## src/rtl/line_pkg.sv

```systemverilog
// Shared definitions for the line FIFO producer and the line_packer sink.
package line_pkg;

    typedef enum logic {
        IDLE = 1'b0,
        RUN  = 1'b1
    } state_e;

    localparam int WORD_BYTES_DEF  = 4;
    localparam int LINE_BYTES_DEF  = 640;
    localparam int FRAME_LINES_DEF = 480;
    localparam int STARVE_CYC_DEF  = 1024;

endpackage

```

## src/rtl/line_pos_cnt.sv

```systemverilog
// Byte-in-line and line-in-frame position counters with first/last decode.
module line_pos_cnt #(
    parameter int WORD_BYTES  = line_pkg::WORD_BYTES_DEF,
    parameter int LINE_BYTES  = line_pkg::LINE_BYTES_DEF,
    parameter int FRAME_LINES = line_pkg::FRAME_LINES_DEF
) (
    input  logic clk,
    input  logic rst_n,
    input  logic clr_i,
    input  logic adv_i,
    output logic sol_o,
    output logic eol_o,
    output logic sof_o,
    output logic eof_o
);

    localparam int BW = (LINE_BYTES > 1) ? $clog2(LINE_BYTES) : 1;
    localparam int LW = (FRAME_LINES > 1) ? $clog2(FRAME_LINES) : 1;
    localparam logic [BW-1:0] BYTE_LAST = BW'(LINE_BYTES - WORD_BYTES);
    localparam logic [BW-1:0] BYTE_STEP = BW'(WORD_BYTES);
    localparam logic [LW-1:0] LINE_LAST = LW'(FRAME_LINES - 1);

    logic [BW-1:0] byte_cnt_q, byte_cnt_d;
    logic [LW-1:0] line_cnt_q, line_cnt_d;

    // Advance one word per load; wrap bytes at line end, lines at frame end.
    always_comb begin
        byte_cnt_d = byte_cnt_q;
        line_cnt_d = line_cnt_q;
        if (clr_i) begin
            byte_cnt_d = '0;
            line_cnt_d = '0;
        end else if (adv_i) begin
            if (byte_cnt_q == BYTE_LAST) begin
                byte_cnt_d = '0;
                line_cnt_d = (line_cnt_q == LINE_LAST) ? '0 : line_cnt_q + LW'(1);
            end else begin
                byte_cnt_d = byte_cnt_q + BYTE_STEP;
            end
        end
    end

    // Position registers.
    always_ff @(posedge clk or negedge rst_n) begin
        if (!rst_n) begin
            byte_cnt_q <= '0;
            line_cnt_q <= '0;
        end else begin
            byte_cnt_q <= byte_cnt_d;
            line_cnt_q <= line_cnt_d;
        end
    end

    assign sol_o = (byte_cnt_q == '0);
    assign eol_o = (byte_cnt_q == BYTE_LAST);
    assign sof_o = sol_o && (line_cnt_q == '0);
    assign eof_o = eol_o && (line_cnt_q == LINE_LAST);

endmodule

```

## src/rtl/line_packer.sv

```systemverilog
// Pops bytes from a FWFT line FIFO, packs them little-endian into words and
// streams them out with line/frame position tags.
module line_packer
    import line_pkg::*;
#(
    parameter int WORD_BYTES  = WORD_BYTES_DEF,
    parameter int LINE_BYTES  = LINE_BYTES_DEF,
    parameter int FRAME_LINES = FRAME_LINES_DEF,
    parameter int STARVE_CYC  = STARVE_CYC_DEF
) (
    input  logic                    clk,
    input  logic                    rst_n,
    input  logic                    start,
    input  logic                    abort,
    input  logic [7:0]              fifo_dout,
    input  logic                    fifo_empty,
    output logic                    fifo_rd_en,
    output logic [8*WORD_BYTES-1:0] out_data,
    output logic                    out_valid,
    input  logic                    out_ready,
    output logic                    out_sol,
    output logic                    out_eol,
    output logic                    out_sof,
    output logic                    out_eof,
    output logic                    busy,
    output logic                    done,
    output logic                    starve_err
);

    localparam int SW = (WORD_BYTES > 1) ? $clog2(WORD_BYTES) : 1;
    localparam int CW = $clog2(STARVE_CYC + 1);
    localparam logic [SW-1:0] SLOT_LAST  = SW'(WORD_BYTES - 1);
    localparam logic [CW-1:0] STARVE_MAX = CW'(STARVE_CYC);

    state_e                  state_q, state_d;
    logic [SW-1:0]           slot_q, slot_d;
    logic [8*WORD_BYTES-1:0] pack_q, pack_d;
    logic [8*WORD_BYTES-1:0] data_q, data_d;
    logic                    valid_q, valid_d;
    logic                    sol_q, sol_d, eol_q, eol_d, sof_q, sof_d, eof_q, eof_d;
    logic                    done_q, done_d;
    logic [CW-1:0]           starve_cnt_q, starve_cnt_d;
    logic                    starve_err_q, starve_err_d;

    logic start_ok, accept, pop, load, mid_line;
    logic pos_sol, pos_eol, pos_sof, pos_eof;

    line_pos_cnt #(
        .WORD_BYTES  (WORD_BYTES),
        .LINE_BYTES  (LINE_BYTES),
        .FRAME_LINES (FRAME_LINES)
    ) u_pos (
        .clk   (clk),
        .rst_n (rst_n),
        .clr_i (start_ok),
        .adv_i (load),
        .sol_o (pos_sol),
        .eol_o (pos_eol),
        .sof_o (pos_sof),
        .eof_o (pos_eof)
    );

    // Pop/pack/load decisions, FSM transitions and starvation tracking.
    always_comb begin
        state_d      = state_q;
        slot_d       = slot_q;
        pack_d       = pack_q;
        data_d       = data_q;
        valid_d      = valid_q;
        sol_d        = sol_q;
        eol_d        = eol_q;
        sof_d        = sof_q;
        eof_d        = eof_q;
        done_d       = 1'b0;
        starve_cnt_d = starve_cnt_q;
        starve_err_d = starve_err_q;

        start_ok = (state_q == IDLE) && start && !abort;
        accept   = valid_q && out_ready;
        // A pending eof word means the frame's last byte is already consumed.
        pop      = (state_q == RUN) && !fifo_empty && !abort && !(valid_q && eof_q) &&
                   ((slot_q != SLOT_LAST) || !valid_q || out_ready);
        load     = pop && (slot_q == SLOT_LAST);
        mid_line = (slot_q != '0) || !pos_sol;

        if (abort) begin
            state_d = IDLE;
        end else if (start_ok) begin
            state_d = RUN;
        end else if ((state_q == RUN) && accept && eof_q) begin
            state_d = IDLE;
            done_d  = 1'b1;
        end

        if (start_ok) begin
            slot_d = '0;
        end else if (pop) begin
            if (load) begin
                slot_d = '0;
            end else begin
                slot_d = slot_q + SW'(1);
                pack_d[int'(slot_q)*8 +: 8] = fifo_dout;
            end
        end

        if (abort) begin
            valid_d = 1'b0;
        end else if (load) begin
            valid_d = 1'b1;
            data_d  = pack_q;
            data_d[8*(WORD_BYTES-1) +: 8] = fifo_dout;
            sol_d   = pos_sol;
            eol_d   = pos_eol;
            sof_d   = pos_sof;
            eof_d   = pos_eof;
        end else if (accept) begin
            valid_d = 1'b0;
        end

        if (start_ok || abort || pop) begin
            starve_cnt_d = '0;
        end else if ((state_q == RUN) && fifo_empty && mid_line &&
                     (starve_cnt_q != STARVE_MAX)) begin
            starve_cnt_d = starve_cnt_q + CW'(1);
            if (starve_cnt_d == STARVE_MAX) begin
                starve_err_d = 1'b1;
            end
        end
        if (start_ok) begin
            starve_err_d = 1'b0;
        end
    end

    // State, pack and output registers.
    always_ff @(posedge clk or negedge rst_n) begin
        if (!rst_n) begin
            state_q      <= IDLE;
            slot_q       <= '0;
            pack_q       <= '0;
            data_q       <= '0;
            valid_q      <= 1'b0;
            sol_q        <= 1'b0;
            eol_q        <= 1'b0;
            sof_q        <= 1'b0;
            eof_q        <= 1'b0;
            done_q       <= 1'b0;
            starve_cnt_q <= '0;
            starve_err_q <= 1'b0;
        end else begin
            state_q      <= state_d;
            slot_q       <= slot_d;
            pack_q       <= pack_d;
            data_q       <= data_d;
            valid_q      <= valid_d;
            sol_q        <= sol_d;
            eol_q        <= eol_d;
            sof_q        <= sof_d;
            eof_q        <= eof_d;
            done_q       <= done_d;
            starve_cnt_q <= starve_cnt_d;
            starve_err_q <= starve_err_d;
        end
    end

    assign fifo_rd_en = pop;
    assign out_data   = data_q;
    assign out_valid  = valid_q;
    assign out_sol    = sol_q;
    assign out_eol    = eol_q;
    assign out_sof    = sof_q;
    assign out_eof    = eof_q;
    assign busy       = (state_q != IDLE);
    assign done       = done_q;
    assign starve_err = starve_err_q;

endmodule

```

## config.mk

```make
export PLATFORM = sky130hd
export DESIGN_NAME = line_packer
export DESIGN_NICKNAME = d
export VERILOG_FILES = /design/src/rtl/line_pkg.sv /design/src/rtl/line_pos_cnt.sv /design/src/rtl/line_packer.sv
export SDC_FILE = /design/constraint.sdc
export NUM_CORES = 1
export LEC_CHECK = 0
export CAP_MARGIN = 0
export CORE_ASPECT_RATIO = 2
export CORE_MARGIN = 4
export CORE_UTILIZATION = 40
export DETAILED_ROUTE_END_ITERATION = 8
export GPL_ROUTABILITY_DRIVEN = 0
export PLACE_DENSITY = 0.68
export SYNTH_ARGS = -nofsm -noshare
export SYNTH_HDL_FRONTEND = slang
export SYNTH_SLANG_ARGS = --single-unit
```

## constraint.sdc

```tcl
create_clock -name clk -period 2 [get_ports clk]
set_clock_uncertainty 0.15 [all_clocks]
set_input_delay 0.3 -clock clk [delete_from_list [all_inputs] [get_ports clk]]
set_output_delay 0.3 -clock clk [all_outputs]
set_load 0.03 [all_outputs]
```

==> flow_summary.json <==
{
  "path_cells": "ha_2, and4bb_2, o21ai_4, buf_4, nor4_1, a21oi_1, nor2_1",
  "route.vias.total": 3725,
  "power_density_nw_per_um2": 719,
  "required_ns": 2.13,
  "critPathLaunch": "slot_q[1]",
  "comb_power_share_pct": 10.9,
  "routedWlPerCell_um": 14.8,
  "start_util_pct": 41.3,
  "cts-buffers-inserted": 9,
  "synth.cell_area_um2": 4380,
  "start_kind": "flop",
  "ys_types": 48,
  "setup_violations": 0,
  "synth_top_area_share_pct": 53.7,
  "power_mw": 4.17,
  "drc_errors": 0,
  "rsz0062_at_grt": "true",
  "drtPass1Iterations": 4,
  "grt_usage_pct": 17.5,
  "tns_ns": 0,
  "place_hpwl_um": 7790,
  "power_switching_mw": 1.11,
  "yosysSeqAreaShare_pct": 53.7,
  "cts.clk_slew.worst_paths_ns": 0.07,
  "rr_worst_depth": 7,
  "drt_iter0_drc": 167,
  "clock_sinks": 94,
  "grt_max_degree": 42,
  "slowest_stage": "dfrtp_1",
  "hp-class": "in -> async",
  "utilization_pct": 54.6,
  "hold_viol": 0,
  "grt_pass1_wl_um": 17500,
  "port_buffers": 54,
  "slowest_delay_ns": 0.40,
  "p_leak_nw": 2.73,
  "ys_ff_latch": 94,
  "clockBufferDepth": 2,
  "crit_path_end_kind": "flop",
  "layoutNonFillerInstCount": 720,
  "io_pins": 55,
  "seqPwrFrac_pct": 49.0,
  "yosysWarningCount": 0,
  "power.share.clock_pct": 40.1,
  "synth-edff-count": 0,
  "clock_latency_ns": 0.34,
  "crit_fanout": 17,
  "tightest_slew_ns": 0.333,
  "syn_to_final_growth_pct": 32.3,
  "dp_cells": 700,
  "final_common_cell": "nand2_1",
  "htreeDepth": 3,
  "avgViaCountPerCell": 5.17,
  "synthesis.nets": 506,
  "max_slew_margin_pct": 77.6,
  "yosys-top-cells-area": "dfrtp_1 (54%), nand2_1 (15%), o21ai_0 (4.3%)",
  "die_h_um": 156,
  "netlist.top_cell.by_area": "dfrtp_1",
  "antenna_found_initial": 0,
  "root_buffer": "clkbuf_16",
  "async_flop_share_pct": 100,
  "p_int_mw": 3.06,
  "num-nets-final": 602,
  "switching_share_pct": 26.6,
  "synthFlopType": "dfrtp_1",
  "rrSetupSlack_ns": 0.05,
  "postRouteAntennaNets": 0,
  "fmax_mhz": 512,
  "arrival_ns": 2.08,
  "syn-mean-instance-area_um2": 9.09,
  "worstSetupEndpoint": "u_pos.byte_cnt_q[7]",
  "die_area_um2": 12800,
  "crit_type": "reg -> reg",
  "max-vdd-ir-drop_mv": 0.498,
  "chipWidth_um": 82.0,
  "status": "completed",
  "r2r_end": "u_pos.byte_cnt_q[7]",
  "reg2reg_from": "slot_q[1]",
  "max_cap_violations": 0,
  "routed_wirelength_um": 10700,
  "post-route-min-period_ns": 1.95,
  "first_global_vias": 3778,
  "slew_violations": 0,
  "grt_overflow": 0,
  "core_region_area_um2": 10600,
  "cts_tree": "built",
  "layout_common_cells": "nand2_1 (169), dfrtp_1 (94), clkdlybuf4s50_1 (49), buf_4 (49), o21ai_0 (36)",
  "post-route-period-util_pct": 97.6,
  "rows": 53,
  "synthCells": 482,
  "antenna_cells": 0,
  "layout-drive-gt1-share_pct": 16.1
}
==> final cells by class <==
| class | count | area [µm²] |
|---|---|---|
| Sequential cell | 94 | 2350 |
| Inverter | 11 | 41.3 |
| Tap cell | 137 | 171 |
| Fill cell | 982 | 4820 |
| Timing Repair Buffer | 106 | 973 |
| Multi-Input combinational cell | 356 | 1960 |
| Clock inverter | 7 | 66.3 |
| Clock buffer | 9 | 225 |
==> repair_timing <==
action	CTS	global route
gates resized for setup	5	14
endpoints found under the setup margin	13	23
buffers inserted	1	2
hold buffers	1	0
pin swaps	1	4
endpoints found under the hold margin	20	0
==> power by group through the flow <==
stage	registers (mW)	logic (mW)	clock network [mW]
3_3_place_gp	2.07	0.427	0
2_1_floorplan	2.11	0.160	0
6_report	2.04	0.453	1.67
3_5_place_dp	2.08	0.437	0
5_1_grt	2.05	0.503	1.80
4_1_cts	2.04	0.443	1.69
==> cells in the mapped netlist, drive strengths merged (2+ instances only) <==
library cell,n
a21oi,11
a31oi,2
and2,4
and3,6
and4,7
and4bb,2
buf,12
clkbuf,9
dfrtp,94
ha,10
inv,11
nand2,170
nand3,14
nand3b,3
nand4,7
nand4b,2
nor2,25
nor3,3
nor3b,4
nor4,3
nor4b,4
o21ai,39
o31ai,3
o41ai,2
or3b,2
xnor2,5
xor2,15
==> registers in the layout, summed over array words and instances, names as in the netlist <==
register	cells
busy	1
u_pos.byte_cnt_q	8
starve_err	1
out_eof	1
out_eol	1
slot_q	2
u_pos.line_cnt_q	9
pack_q	24
out_data	32
starve_cnt_q	11
out_valid	1
done	1
out_sol	1
out_sof	1
==> worst max-delay path: cells and delay by family (launching register included) <==
family / cells / cell delay, ns
AO/OA/AOI/OAI: 2 / 0.16
flip-flops: 1 / 0.40
buffers and inverters: 1 / 0.20
adder cells (fa/ha/maj): 1 / 0.23
AND/OR/NAND/NOR: 3 / 0.75
==> cells by family (layout without fill, tap and decap cells) <==
logic type                 Yosys count  in the layout  synth area share, %
xor gates and xnor gates            20             20                 4.00
buffers and inverters               32            133                 3.17
adders and majority gates           10             10                 2.86
DFF                                 94             94                 53.7
and+or+nand+nor                    261            261                 27.6
AOI/OAI and AO/OA                   63             63                 8.17
muxes                                2              2                0.486
==> metal layers <==
metal	global-route usage, %	vias to the layer above	share of wire (%)
li1	-	1802	-
met1	20.1	1804	39
met2	31.1	94	54
met3	2.77	25	3.4
met4	7.37	0	3.1
met5	0	-	0
==> metrics by stage <==
| stage | hold WS [ns] | worst slack, ns | area [µm²] |
|---|---|---|---|
| after floorplan | -0.146 | 0.0461 | 4380 |
| after global placement | 0.0666 | -0.130 | 5400 |
| after detailed placement | 0.0657 | -0.224 | 5400 |
| after CTS | 0.238 | 0.0159 | 5720 |
| after global routing | 0.264 | -0.0468 | 5790 |
| final | 0.238 | 0.0472 | 5790 |
==> how the worst min path moves through the flow <==
stage / endpoint / depth (start not counted) / start / slack [ns]
6_report: pack_q[13] / 2 / rst_n / 0.24
2_1_floorplan: busy / 0 / rst_n / -0.15
4_1_cts: out_data[10] / 2 / rst_n / 0.24
5_1_grt: out_data[10] / 2 / rst_n / 0.26
3_3_place_gp: out_data[24] / 1 / rst_n / 0.07
3_5_place_dp: out_data[24] / 1 / rst_n / 0.07
No activity file was read; power rests on OpenSTA's default activity.
==> edit 1, RTL diff (same flow settings) <==
`FRAME_LINES_DEF`: 480 -> 1920.
--- a/src/rtl/line_pkg.sv
+++ b/src/rtl/line_pkg.sv
@@ -9,5 +9,5 @@
     localparam int WORD_BYTES_DEF  = 4;
     localparam int LINE_BYTES_DEF  = 640;
-    localparam int FRAME_LINES_DEF = 480;
+    localparam int FRAME_LINES_DEF = 1920;
     localparam int STARVE_CYC_DEF  = 1024;
 
Behaviour: no difference found for any inputs over 10 cycles, from zero or initial values and one cycle with rst_n low; that may be too few to reach the edited logic, so the function may still have changed.
==> edit 1 against the original RTL <==
- the flow now finishes with violations (negative setup slack)
- die area increased by 5.4%
- total power increased by 11%
- global-route usage grew 2.0 points
- routed wire length grew 27%
- first-iteration DRC count rose by 51%
- combinational power is 57% higher
- cell area up 12%
- sequential cell count increased by 2
- sequential share of layout area down 3.6 points
- non-clock buffer count grew 23
- setup slack got worse by 170 ps
- area after synthesis up 5.9%
==> edit 1: results (changes against the original RTL) <==
- Status: complete, but fails checks
- Max FO, Critical Path: 3 (-14)
- Final number of setup-violating endpoints: 13 (+13)
- Netlist cell types: 57 (+19%)
- PnR worst setup slack: -120 ps (-167 ps)
- Total global-route track usage: 0.194 (+0.0197)
- Crit path DAT: 1670 ps (-410 ps)
- Mean post-synth cell area: 9.00 um^2 (-0.93%)
- First-pass GRT wire length: 21,200 um (+21%)
- Pleak: 2.88 nW (+5.6%)
- DPL Wire Length: 9110 um (+17%)
- First drt pass iteration count: 5 (+1)
- WL/cell: 17.4 um (+17%)
- R2r setup slk: -110 ps (-160 ps)
- Most frequent cells after synthesis: nand2_1, dfrtp_1, o21ai_0
- Largest net degree at the start of global routing: 35 (-17%)
- RR Endpoint: starve_cnt_q[8]$_DFFE_PN0P_
- Ranking of synthesized cells by area: dfrtp_1, nand2_1, o21ai_0
- R2r worst-path depth: 8 (+1)
- Filler cells: 984 (+0.20%)
- M2 GR Usage: 0.362 (+0.0504)
- Via-to-Cell Ratio: 5.51 (+6.5%)
- Starting DRT DRC Count: 253 (+51%)
- Failing checks: negative setup slack
- Number of global-route vias before repair: 4,437 (+17%)
- Met3 GRT Util: 0.0310 (+0.00323)
- Dpl cells: 746 (+6.6%)
- Worst-Margin Slew: 409 ps (+76.7 ps)
- Seq/Total Area, Yosys: 0.518 (-0.0189)
- Proportion of layout cells with a drive suffix above 1: 0.226 (+0.0648)
- Met1 GRT Util: 0.206 (+0.00532)
- Fin nets: 656 (+9.0%)
## edit 1: cell count changes after synthesis, moves of 5 or more
cell / before / now
a21oi_1: 11 / 21
nand3_1: 14 / 26
or4_1: 1 / 10
xor2_1: 15 / 1
o211ai_1: 0 / 5
o31ai_1: 3 / 14
nor2_1: 25 / 11
buf_2: 9 / 4
clkbuf_1: 9 / 17
## edit 1: layer usage
layer | vias up | wire length, um
met3 | 41 | 440
met1 | 2089 | 4970
li1 | 2038 | -
met2 | 125 | 7600
met5 | - | 0
met4 | 0 | 501
## edit 1: where the power goes
| part | switching (mW) | leakage [nW] | internal, mW |
|---|---|---|---|
| clock network | 0.792 | 0.150 | 0.993 |
| logic | 0.399 | 1.40 | 0.315 |
| registers | 0.0667 | 1.33 | 2.05 |
## edit 1: cell families (layout without fill, tap and decap cells)
kind of cell / after synthesis / count (layout) / synth area share
buffers and inverters: 38 / 159 / 0.0337
adders and majority gates: 10 / 10 / 0.0270
AOI/OAI and AO/OA: 102 / 103 / 0.147
xor gates and xnor gates: 4 / 4 / 0.00756
DFF: 96 / 96 / 0.518
muxes: 1 / 1 / 0.00216
and+or+nand+nor: 264 / 264 / 0.265
## edit 1: critical path, cell delays in order, from the launching register on
cell and delay [ps]:
dfrtp_1 430, ha_4 200, nor2b_4 120, o21a_1 190, nor3_2 100, buf_4 150, buf_6 130
## edit 1: final cells by class
class	instances	share of cell area
Tap cell	142	0.0274
Multi-Input combinational cell	382	0.362
Clock buffer	10	0.0353
Sequential cell	96	0.370
Timing Repair Buffer	129	0.185
Inverter	14	0.00809
Clock inverter	6	0.0118
## edit 1: repair_timing
item,in CTS,in global routing
hold buffers,1,0
setup buffers,5,8
gates resized for setup,15,49
endpoints found under the hold margin,22,0
cloned,0,3
setup endpoints to repair,15,54
pin swaps,3,23
## edit 1: per-stage QoR
step | TNS [ps] | hold slack (ps) | instance area, um^2 | setup slack, ps
after CTS | -120 | 265 | 6160 | -112
after floorplan | 0 | -146 | 4640 | 77.8
after global routing | -1730 | 299 | 6490 | -185
after detailed placement | -9720 | 92.7 | 5750 | -381
final | -841 | 261 | 6490 | -120
after global placement | -8540 | 87.0 | 5750 | -365
## edit 1: worst max path at each step
stage / startpoint / end / slack (ps)
5_1_grt: slot_q[1]$_DFFE_PN0P_ / starve_cnt_q[9]$_DFFE_PN0P_ / -190
3_3_place_gp: abort / u_pos.byte_cnt_q[8]$_DFFE_PN0P_ / -360
2_1_floorplan: out_valid$_DFFE_PN0P_ / u_pos.byte_cnt_q[2]$_DFFE_PN0P_ / 80
4_1_cts: slot_q[1]$_DFFE_PN0P_ / fifo_rd_en / -110
6_report: slot_q[1]$_DFFE_PN0P_ / fifo_rd_en / -120
3_5_place_dp: abort / u_pos.byte_cnt_q[8]$_DFFE_PN0P_ / -380
==> edit 2, RTL diff (same flow settings) <==
Made on the original files. Compare `line_cnt_q` against `LINE_LAST` with >= in place of ==.
--- a/src/rtl/line_pos_cnt.sv
+++ b/src/rtl/line_pos_cnt.sv
@@ -55,5 +55,5 @@
     assign eol_o = (byte_cnt_q == BYTE_LAST);
     assign sof_o = sol_o && (line_cnt_q == '0);
-    assign eof_o = eol_o && (line_cnt_q == LINE_LAST);
+    assign eof_o = eol_o && (line_cnt_q >= LINE_LAST);
 
 endmodule
Behaviour: no difference found for any inputs over 10 cycles, from zero or initial values and one cycle with rst_n low; that may be too few to reach the edited logic, so the function may still have changed.
==> edit 2 against the original RTL <==
- the run now ends with negative setup slack left
- final cell count grew 2.2%
- cell area is 2.0% higher
- sequential share of layout area shrank 0.79 points
- area after synthesis fell by 0.71%
- sequential cell count is the same
- setup slack worse by 350 ps
- via count grew 2.0%
- total power fell by 0.54%
- routed wire length rose by 5.0%
- critical endpoint is now u_pos.line_cnt_q[5]$_DFFE_PN0P_
- largest cell class unchanged
- largest power group unchanged
- highest routed layer unchanged
==> edit 2: results (changes against the original RTL) <==
- Status: complete, but fails checks
- Failing checks: negative setup slack
- First-pass GRT wire length: 18,800 um (+7.4%)
- CP max-delay cell: or4b_4
- Total global-route track usage: 0.193 (+0.0186)
- Final number of setup-violating endpoints: 51 (+51)
- Worst hold margin: 249 ps (+10.4 ps)
- Worst R2R Start: busy$_DFFE_PN0P_
- Post-synthesis adder-cell area fraction: 0.0288 (+0.000205)
- Number of global-route vias before repair: 3,972 (+5.1%)
- TNS Setup: -5690 ps (-5690 ps)
- CP Launch Point: fifo_empty
- Slowest Stage Delay on Critical Path: 590 ps (+190 ps)
- Compound-cell area share of the yosys netlist: 0.0880 (+0.00634)
- Seq/Total Area, Yosys: 0.541 (+0.00386)
- Pleak: 2.80 nW (+2.6%)
- Sw Share: 0.255 (-0.0111)
- Dpl cells: 710 (+1.4%)
- Proportion of layout cells with a drive suffix above 1: 0.172 (+0.0107)
- Starting DRT DRC Count: 212 (+27%)
- Post-CTS setup buffer count: 6 (+5)
- Clock share of power: 0.393 (-0.008)
- Routed via count: 3,800 (+2.0%)
- Largest net degree at the start of global routing: 39 (-7.1%)
- Multiplexer share of the synthesized area: 0.00230 (-0.00255)
- Syn Nets: 510 (+0.79%)
- PnR worst setup slack: -298 ps (-346 ps)
- Ranking of synthesized cells by area: dfrtp_1, nand2_1, o21ai_0
[edit 2: changes by cell type after synthesis, moves of 3 or more]
cell | unedited run | this run
clkbuf_1 | 9 | 19
nand3_1 | 14 | 18
and4_2 | 3 | 0
buf_2 | 9 | 0
o21ai_0 | 38 | 35
o31ai_1 | 3 | 7
and3_1 | 4 | 7
nor3_1 | 3 | 8
[edit 2: metal layers]
layer | vias to the layer above | track usage | part of all wire
li1 | 1842 | - | -
met1 | 1828 | 0.204 | 0.37
met2 | 104 | 0.345 | 0.56
met3 | 26 | 0.0359 | 0.034
met4 | 0 | 0.111 | 0.038
met5 | - | 0 | 0
[edit 2: worst min-delay path: stages]
cell and delay (ps):
dlygate4sd2_1 220, buf_4 150, a21oi_1 40
[edit 2: final cells by class]
cell class / instances / area (um^2)
well taps: 137 / 171
flip-flops and latches: 94 / 2350
repair buffers: 116 / 1060
multi-input cells: 361 / 1990
fillers: 927 / 4630
clock inverters: 6 / 46.3
inverters: 12 / 47.5
clock buffers: 10 / 239
